### src/rtl/ps2_scancode_rx.sv
// ps2_scancode_rx: PS/2 device-to-host receiver.
// Synchronizes and de-glitches the raw PS/2 clock and data lines, assembles
// 11-bit frames (start, 8 data LSB first, odd parity, stop), and folds the
// E0 / F0 / E1 prefixes into single key events for the keyboard matrix.
//
// Optional build macro: PS2_WATCHDOG_EN
//   Defined   - a mid-frame watchdog aborts a frame that stalls for
//               TIMEOUT_CYCLES clk_sys cycles without a filtered falling edge.
//   Undefined - no watchdog; a truncated frame waits for further falls.
//
// Frame FSM states:
//   state     | meaning
//   ----------+--------------------------------------------------------
//   ST_IDLE   | waiting for a start bit (data low on a filtered fall)
//   ST_DATA   | shifting in the 8 data bits, LSB first
//   ST_PARITY | capturing the odd-parity bit
//   ST_STOP   | checking the stop bit and parity, handing the byte on

module ps2_scancode_rx #(
  parameter int FILTER_LEN     = 8,
  parameter int TIMEOUT_CYCLES = 2400000
) (
  input  logic       clk_sys,
  input  logic       reset,
  input  logic       ps2_clk,
  input  logic       ps2_data,
  output logic       key_strobe,
  output logic       key_pressed,
  output logic       key_extended,
  output logic [7:0] key_code,
  output logic       rx_error
);

  localparam logic [1:0] ST_IDLE   = 2'd0;
  localparam logic [1:0] ST_DATA   = 2'd1;
  localparam logic [1:0] ST_PARITY = 2'd2;
  localparam logic [1:0] ST_STOP   = 2'd3;

  // Terminal count of the filter: the FILTER_LEN-th consecutive differing sample.
  localparam logic [7:0] FILT_TC = 8'(FILTER_LEN - 1);

  logic       clk_meta;
  logic       clk_sync;
  logic       data_meta;
  logic       data_sync;

  logic [7:0] filt_cnt;
  logic       fclk;
  logic       fall;

  logic [1:0] state;
  logic [2:0] bit_cnt;
  logic [7:0] shift_reg;
  logic       parity_bit;

  logic       frame_end;
  logic       frame_ok;
  logic       wd_timeout;
  logic       is_filler;

  logic       ext;
  logic       brk;
  logic [2:0] skip_cnt;

  // Two-flop synchronizers for both asynchronous PS/2 pins; lines idle high.
  always_ff @(posedge clk_sys) begin
    if (reset) begin
      clk_meta  <= 1'b1;
      clk_sync  <= 1'b1;
      data_meta <= 1'b1;
      data_sync <= 1'b1;
    end else begin
      clk_meta  <= ps2_clk;
      clk_sync  <= clk_meta;
      data_meta <= ps2_data;
      data_sync <= data_meta;
    end
  end

  // Glitch filter: fclk follows clk_sync only after FILTER_LEN agreeing samples.
  // fall is a single-cycle pulse in the first cycle fclk reads low.
  always_ff @(posedge clk_sys) begin
    if (reset) begin
      filt_cnt <= 8'd0;
      fclk     <= 1'b1;
      fall     <= 1'b0;
    end else begin
      fall <= 1'b0;
      if (clk_sync != fclk) begin
        if (filt_cnt == FILT_TC) begin
          fclk     <= clk_sync;
          filt_cnt <= 8'd0;
          fall     <= ~clk_sync;
        end else begin
          filt_cnt <= filt_cnt + 8'd1;
        end
      end else begin
        filt_cnt <= 8'd0;
      end
    end
  end

`ifdef PS2_WATCHDOG_EN
  localparam logic [21:0] WD_LOAD = 22'(TIMEOUT_CYCLES - 1);

  logic [21:0] wd_cnt;

  // Watchdog down-counter: reloaded while idle and on every fall, so reaching
  // zero means TIMEOUT_CYCLES cycles have passed since the last fall mid-frame.
  always_ff @(posedge clk_sys) begin
    if (reset) begin
      wd_cnt <= WD_LOAD;
    end else if ((state == ST_IDLE) || fall) begin
      wd_cnt <= WD_LOAD;
    end else if (wd_cnt != 22'd0) begin
      wd_cnt <= wd_cnt - 22'd1;
    end
  end

  assign wd_timeout = (state != ST_IDLE) && !fall && (wd_cnt == 22'd0);
`else
  logic unused_wd_param;

  assign wd_timeout      = 1'b0;
  assign unused_wd_param = ^TIMEOUT_CYCLES;
`endif

  // Frame FSM: advances only on a filtered falling edge of the PS/2 clock.
  always_ff @(posedge clk_sys) begin
    if (reset) begin
      state      <= ST_IDLE;
      bit_cnt    <= 3'd0;
      shift_reg  <= 8'd0;
      parity_bit <= 1'b0;
    end else if (wd_timeout) begin
      state   <= ST_IDLE;
      bit_cnt <= 3'd0;
    end else if (fall) begin
      case (state)
        ST_IDLE: begin
          if (!data_sync) begin
            state   <= ST_DATA;
            bit_cnt <= 3'd0;
          end
        end
        ST_DATA: begin
          shift_reg <= {data_sync, shift_reg[7:1]};
          if (bit_cnt == 3'd7) begin
            state <= ST_PARITY;
          end else begin
            bit_cnt <= bit_cnt + 3'd1;
          end
        end
        ST_PARITY: begin
          parity_bit <= data_sync;
          state      <= ST_STOP;
        end
        default: begin
          state <= ST_IDLE;
        end
      endcase
    end
  end

  // The stop-bit fall completes a frame; valid needs stop=1 and odd parity.
  assign frame_end = fall && (state == ST_STOP);
  assign frame_ok  = data_sync && (^{shift_reg, parity_bit});

  // Controller acknowledgements and fillers that never map to a key.
  always_comb begin
    is_filler = 1'b0;
    case (shift_reg)
      8'h00, 8'hAA, 8'hEE, 8'hFA,
      8'hFC, 8'hFD, 8'hFE, 8'hFF: is_filler = 1'b1;
      default:                    is_filler = 1'b0;
    endcase
  end

  // Prefix folding and key event output; outputs hold until the next strobe.
  always_ff @(posedge clk_sys) begin
    if (reset) begin
      key_strobe   <= 1'b0;
      key_pressed  <= 1'b0;
      key_extended <= 1'b0;
      key_code     <= 8'h00;
      rx_error     <= 1'b0;
      ext          <= 1'b0;
      brk          <= 1'b0;
      skip_cnt     <= 3'd0;
    end else begin
      key_strobe <= 1'b0;
      rx_error   <= 1'b0;
      if (wd_timeout) begin
        rx_error <= 1'b1;
        ext      <= 1'b0;
        brk      <= 1'b0;
        skip_cnt <= 3'd0;
      end else if (frame_end) begin
        if (!frame_ok) begin
          rx_error <= 1'b1;
          ext      <= 1'b0;
          brk      <= 1'b0;
          skip_cnt <= 3'd0;
        end else if (skip_cnt != 3'd0) begin
          skip_cnt <= skip_cnt - 3'd1;
        end else if (shift_reg == 8'hE1) begin
          // Pause/Break: the remaining 7 bytes of the sequence are swallowed.
          skip_cnt <= 3'd7;
          ext      <= 1'b0;
          brk      <= 1'b0;
        end else if (shift_reg == 8'hE0) begin
          ext <= 1'b1;
        end else if (shift_reg == 8'hF0) begin
          brk <= 1'b1;
        end else if (is_filler) begin
          ext <= 1'b0;
          brk <= 1'b0;
        end else begin
          key_strobe   <= 1'b1;
          key_code     <= shift_reg;
          key_pressed  <= ~brk;
          key_extended <= ext;
          ext          <= 1'b0;
          brk          <= 1'b0;
        end
      end
    end
  end

endmodule

### config.mk
export PLATFORM = sky130hd
export DESIGN_NAME = ps2_scancode_rx
export DESIGN_NICKNAME = d
export VERILOG_FILES = /design/src/rtl/ps2_scancode_rx.sv
export SDC_FILE = /design/constraint.sdc
export NUM_CORES = 1
export LEC_CHECK = 0
export ABC_AREA = 1
export CAP_MARGIN = 20
export CORE_UTILIZATION = 55
export DETAILED_ROUTE_END_ITERATION = 8
export MAX_ROUTING_LAYER = met4
export PLACE_DENSITY = 0.76
export SLEW_MARGIN = 30
export SYNTH_ARGS = -nofsm -noshare
export SYNTH_HDL_FRONTEND = slang
export SYNTH_SLANG_ARGS = --single-unit
### constraint.sdc
create_clock -name clk_sys -period 2.4 [get_ports clk_sys]
set_clock_uncertainty 0.15 [all_clocks]
set_input_delay 0.48 -clock clk_sys [delete_from_list [all_inputs] [get_ports clk_sys]]
set_output_delay 0.48 -clock clk_sys [all_outputs]
set_load 0.005 [all_outputs]
Yosys cells after proc, flatten, opt, wreduce, memory -nomap -nowiden
Index checks and enable logic that the tools add are counted.
{"block": "op_classes", "add_sub_neg": 3, "n_eq_ne": 23, "mux": 22, "bitwise_logic": 11, "reduce_logical": 21}
{"op": "8-bit == test (second input constant)", "n": 10}
{"op": "3-bit two-way mux", "n": 5}
{"op": "1-bit two-way mux", "n": 13}
{"op": "1-bit inverter", "n": 11}
{"op": "3-bit AND reduction", "n": 3}
{"op": "9-bit XOR reduction", "n": 1}
{"op": "8-bit by 1-bit adder with 8-bit output (second input constant)", "n": 1}
{"op": "8-bit by 3-bit == test with 1-bit output (second input constant)", "n": 1}
{"op": "8-bit logical NOT", "n": 1}
{"op": "2-bit inequality test (second input constant)", "n": 4}
{"op": "2-bit AND reduction", "n": 4}
{"op": "8-bit OR reduction", "n": 1}
{"op": "7-bit AND reduction", "n": 1}
{"op": "7-bit OR reduction", "n": 1}
{"op": "2-bit case mux with 3 select lines", "n": 1}
{"op": "3-bit case mux with 2 select lines", "n": 1}
{"op": "3-bit OR reduction", "n": 2}
{"op": "2-bit == test (second input constant)", "n": 2}
{"op": "2-bit two-way mux", "n": 2}
{"op": "4-bit inequality test (second input constant)", "n": 1}
{"op": "4-bit AND reduction", "n": 1}
{"op": "3-bit by 1-bit adder with 3-bit output (second input constant)", "n": 1}
{"op": "3-bit == test (second input constant)", "n": 1}
{"op": "3-bit by 1-bit inequality test with 1-bit output (second input constant)", "n": 1}
{"op": "other kinds (9)", "n": 10}
{"block": "totals", "regBits": 45, "inputBits": 4, "out_inout_bits": 12}

Longest topological paths before layout
Gate-level depths: netlist (run 1).
{"block": "logic_depth", "ltp_word": 6, "depth_mapped": 14, "depth_no_buf": 14}

Least setup slack after synthesis (run 1)
OpenSTA, ideal clock, no wires.
{"block": "synth_timing", "path_kind": "flip-flop to flip-flop", "start": "register skip_cnt[0]", "end": "register key_code[2]", "arrival_ps": 1394, "path_slack_ps": 743, "stages_incl_launch_ff": 10, "n_path_buf": 0, "synth_period_minus_slack_ps": 1657, "path_cell_list": "dfxtp_1 -> inv_1 -> ha_1 -> nand2_1 -> a31oi_1 -> nand3_2 -> inv_2 -> nand4_1 -> nand2_1 -> nor2_1"}
{"block": "synth_via", "elab_chain_cells": 3}
{"element": "start: declaration", "line": "63", "rtl": "logic [2:0] skip_cnt;"}
{"element": "start signal: assignment", "line": "205", "rtl": "skip_cnt <= skip_cnt - 3'd1;"}
{"element": "3-bit nonzero test", "line": "204", "rtl": "end else if (skip_cnt != 3'd0) begin"}
{"element": "1-bit inverter (no line)"}
{"element": "7-bit AND reduction (no line)"}
{"element": "end signal: assignment", "line": "220", "rtl": "key_code <= shift_reg;"}
{"element": "end: declaration", "line": "30", "rtl": "output logic [7:0] key_code,"}
Every way passes these cells.
A chain may end at the register's enable or synchronous reset.

Worst setup path after layout (run 1)
{"block": "layout_timing", "start": "register shift_reg[2]", "end": "register key_code[2]"}
{"block": "layout_via", "elab_chain_cells": 5, "elab_cells_between_ends": 20, "classes_between": "eq/ne: 10; mux: 1; bitwise: 4; reduce/logical: 5"}
{"element": "start: declaration", "line": "53", "rtl": "logic [7:0] shift_reg;"}
{"element": "start signal: assignment", "line": "147", "rtl": "shift_reg <= {data_sync, shift_reg[7:1]};"}
{"element": "8-bit == test or 8-bit logical NOT (tied branches)", "line": "172", "rtl": "case (shift_reg)"}
{"element": "8-bit OR reduction", "line": "172"}
{"element": "1-bit two-way mux", "line": "172"}
{"element": "1-bit inverter (no line)"}
{"element": "7-bit AND reduction (no line)"}
Parallel ways exist; a longest one is shown, timed or not.

==> results.txt, run 1 <==
----------------------------------------------------
[Outcome]
  Run status ... complete, no violations

[Flow run]
  MaxCap Viol Count ... 0

[Clock network]
  Clock-pin transition on the worst setup and hold timing paths ... 0.08 ns
  Buffer type at the clock tree root ... sky130_fd_sc_hd__clkbuf_8
  Clk_lat worst skew ... 0.30 ns
  Clock sinks ... 45
  Number of buffers added for setup after CTS ... 0
  Worst-case clock buffer depth ... 2
  H-tree level count ... 2
  Total CTS buffers ... 5
  CTS tree ... yes
  Resized cells post-CTS ... 0
  Number of hold buffers added after cts ... 0

[Drt]
  Detailed-routed wire length on met3 ... 128 microns
  TritonRoute pass-1 iters ... 4
  Post-detailed-route via-to-cell ratio ... 5.07
  Top metal layer carrying routed signals ... met4
  Detail Route met2 WL ... 1640 microns
  Wire length per cell after detailed routing ... 10.4 microns
  Total wirelength of the detailed-routed design ... 3800 microns
  1st-iter DRT viols ... 103
  M1 wire length ... 1960 microns
  Vias after detailed routing ... 1855
  DRC violation count after routing ... 0
  Number of nets with antenna violations after detailed routing ... 0

[Synth]
  Sequential element share of the synthesized area ... 0.420
  Simple-gate share of the synthesized area ... 0.313
  Mean Syn Cell Area ... 7.20 sq um
  Post-Synth XOR/XNOR Area ... 0.0123
  Compound-gate portion of the synthesized area ... 0.116
  Share of synthesized cell area in full adder, half adder and majority cells ... 0.0525
  Largest family of logic cells by synthesized area ... simple AND/OR/NAND/NOR gates
  Warnings from Yosys ... 0
  Post-Syn Nets ... 311
  Area of the mapped netlist ... 2140 sq um
  Count of different cell masters after synthesis ... 26
  Post-synthesis mux area share ... 0
  Flip-flop and latch count after synthesis ... 45
  Number of cells produced by synthesis ... 298

[STA]
  Post-route fraction of the period consumed by the critical path ... 0.898
  Highest clock rate ... 464 MHz
  Slew margin rel. ... 0.541
  Number of failing hold endpoints at the final stage ... 0
  Final total negative setup slack ... 0 ns
  Worst-margin pin slew ... 0.686 ns
  Post-layout minimum cycle time ... 2.15 ns
  Unrepaired setup endpoints after global routing ... false
  Setup violators final ... 0
  Final Worst Setup Slack ... 0.245 ns
  Final Max Slew Viols ... 0

[Setup path]
  Critical Setup Path Class ... flip-flop to flip-flop
  Critical R2R Capture ... key_code[2]$_SDFFE_PP0P_
  Biggest fanout along the worst timing path ... 11
  Number of cells on the worst reg-to-reg path ... 12
  Worst path arrival time ... 2.25 ns
  Required time of the critical path ... 2.50 ns
  Start point of the critical path ... shift_reg[2]$_SDFFE_PP0P_
  Endpoint type of the worst setup path ... flip-flop
  CP Launch Type ... flip-flop
  Setup crit end ... key_code[2]$_SDFFE_PP0P_
  Origin of the critical flop-to-flop path ... shift_reg[2]$_SDFFE_PP0P_
  Flop2flop setup slack ... 0.25 ns

[GRT]
  Via count of the first global-routing pass ... 1553
  Aggregate global-route resource usage ... 0.214
  Total gr overflow ... 0
  First-pass GRT wire length ... 6670 microns
  Maximum number of pins on one net before global-route repair ... 23
  Antenna violations before repair ... 0

[Pwr]
  Power density normalized to cell area ... 513 nW/um^2
  Worst supply voltage drop on vdd ... 0.281 mV
  Total leakage power ... 1.03 nW

[Finish]
  Fraction of layout instances using a drive strength above 1 ... 0.0755
  P&R area growth vs syn ... 13.4%
  Number of inserted diodes ... 0
  Final net count ... 330

[Floorplanning]
  Floorplan core area ... 3690 sq um
  Number of cell rows ... 22
  Initial cell density of the core ... 0.581
  Die Y ... 64.4 microns
  Number of primary I/O pins ... 16
  Area of the die ... 4150 sq um
  DIE WIDTH ... 64.4 microns

[Worst hold path]
  Worst Hold Class ... flip-flop to flip-flop

[Place]
  Placement Setup Slack ... 0.271 ns
  Port Buf Inserts ... 15
  Final HPWL from detailed placement ... 2840 microns
  RePlAce Congestion ... 0.830

----------------------------------------------------
## power by group
group / internal (mW) / switching [mW] / total (mW)
Sequential: 0.749 / 0.00219 / 0.752
Clock: 0.205 / 0.258 / 0.463
Combinational: 0.0147 / 0.0181 / 0.0327
Total: 0.969 / 0.278 / 1.25
## cell usage after synthesis (all sizes together)
master / count / share of area
a211oi: 1 / 0.0035
o211a: 1 / 0.0047
nor2: 39 / 0.079
nor4: 2 / 0.0058
xnor2: 2 / 0.0082
or2: 4 / 0.012
nor3: 10 / 0.023
buf: 4 / 0.012
a21oi: 25 / 0.058
a31oi: 1 / 0.0029
dfxtp: 45 / 0.42
ha: 9 / 0.053
nand3: 13 / 0.033
inv: 40 / 0.070
o21ai: 20 / 0.047
clkbuf: 2 / 0.0035
nand2: 65 / 0.12
nand4: 14 / 0.041
xor2: 1 / 0.0041
## through the flow
step / hold WS [ns] / std cells / power [mW] / utilization / cell area [sq um]
finish: 0.263 / 366 / 1.25 / 0.659 / 2430
global route: 0.272 / 366 / 1.30 / 0.659 / 2430
CTS: 0.265 / 366 / 1.26 / 0.659 / 2430
detailed placement: 0.244 / 358 / 0.802 / 0.635 / 2340
global placement: 0.242 / 358 / 0.802 / 0.635 / 2340
floorplan: 0.239 / 298 / 0.789 / - / 2140
## metal layers
metal / vias up / GRT usage
li1: 1009 / -
met1: 796 / 0.272
met2: 41 / 0.324
met3: 9 / 0.0370
met4: 0 / 0.117
met5: - / -
## critical path: stages (launching register included)
cell                      delay, ns
sky130_fd_sc_hd__dfxtp_1       0.41
sky130_fd_sc_hd__inv_1         0.13
sky130_fd_sc_hd__nand2_1       0.10
sky130_fd_sc_hd__nor3_1        0.08
sky130_fd_sc_hd__nand2_1       0.07
sky130_fd_sc_hd__nand2_1       0.04
sky130_fd_sc_hd__nor2_1        0.08
sky130_fd_sc_hd__nand2_1       0.05
sky130_fd_sc_hd__nor2_1        0.52
sky130_fd_sc_hd__nand2_4       0.13
sky130_fd_sc_hd__nor2_8        0.18
sky130_fd_sc_hd__nor2_1        0.06
sky130_fd_sc_hd__nor2_1        0.09
## layout make-up
cell class	instances	area [sq um]
Tap cell	48	60.1
Timing Repair Buffer	18	173
Fill cell	337	1260
Multi-Input combinational cell	207	1060
Clock buffer	6	72.6
Clock inverter	2	15.0
Sequential cell	45	901
Inverter	40	150
## how the worst min path moves through the flow
| stage | from | end | slack (ns) | cells after the start |
|---|---|---|---|---|
| floorplan | clk_meta$_SDFF_PP1_ | clk_sync$_SDFF_PP1_ | 0.24 | 1 |
| global placement | data_meta$_SDFF_PP1_ | data_sync$_SDFF_PP1_ | 0.24 | 1 |
| detailed placement | data_meta$_SDFF_PP1_ | data_sync$_SDFF_PP1_ | 0.24 | 1 |
| CTS | data_meta$_SDFF_PP1_ | data_sync$_SDFF_PP1_ | 0.26 | 1 |
| global route | data_meta$_SDFF_PP1_ | data_sync$_SDFF_PP1_ | 0.27 | 1 |
| finish | data_meta$_SDFF_PP1_ | data_sync$_SDFF_PP1_ | 0.26 | 1 |
## cell usage in the layout, fill, tap and decap left out
master                             n
sky130_fd_sc_hd__o21ai_0          20
sky130_fd_sc_hd__o211a_1           1
sky130_fd_sc_hd__clkdlybuf4s50_1  15
sky130_fd_sc_hd__buf_4             3
sky130_fd_sc_hd__clkbuf_1          1
sky130_fd_sc_hd__ha_1              9
sky130_fd_sc_hd__or2_2             4
sky130_fd_sc_hd__nor2_1           37
sky130_fd_sc_hd__clkbuf_8          5
sky130_fd_sc_hd__nand4_1          14
sky130_fd_sc_hd__nand3_1          12
sky130_fd_sc_hd__inv_2             4
sky130_fd_sc_hd__xnor2_1           2
sky130_fd_sc_hd__a211oi_1          1
sky130_fd_sc_hd__nor2_8            1
sky130_fd_sc_hd__nand2_1          62
sky130_fd_sc_hd__nor4_1            2
sky130_fd_sc_hd__nand3_2           1
sky130_fd_sc_hd__dfxtp_1          45
sky130_fd_sc_hd__nand2_4           1
sky130_fd_sc_hd__nand2_2           2
sky130_fd_sc_hd__nor2_4            1
sky130_fd_sc_hd__a31oi_1           1
sky130_fd_sc_hd__clkinvlp_4        2
sky130_fd_sc_hd__nor3_1           10
sky130_fd_sc_hd__xor2_1            1
sky130_fd_sc_hd__inv_1            36
sky130_fd_sc_hd__a21oi_1          25
## cells by family (layout without fill, tap and decap cells)
group / after synthesis / count (layout)
simple gates: 147 / 147
compound gates: 48 / 48
buf+inv: 46 / 66
flops: 45 / 45
fa+ha+maj: 9 / 9
xor+xnor: 3 / 3
Power figures use the tool's default switching activity.
==> run 2, diff against run 1 <==
--- a/config.mk
+++ b/config.mk
@@ -11,7 +11,6 @@
 export DETAILED_ROUTE_END_ITERATION = 8
 export MAX_ROUTING_LAYER = met4
 export PLACE_DENSITY = 0.76
-export SLEW_MARGIN = 30
 export SYNTH_ARGS = -nofsm -noshare
 export SYNTH_HDL_FRONTEND = slang
 export SYNTH_SLANG_ARGS = --single-unit
==> results of run 2 <==
Final layout, timing and power as in run 1 (identical DEF).
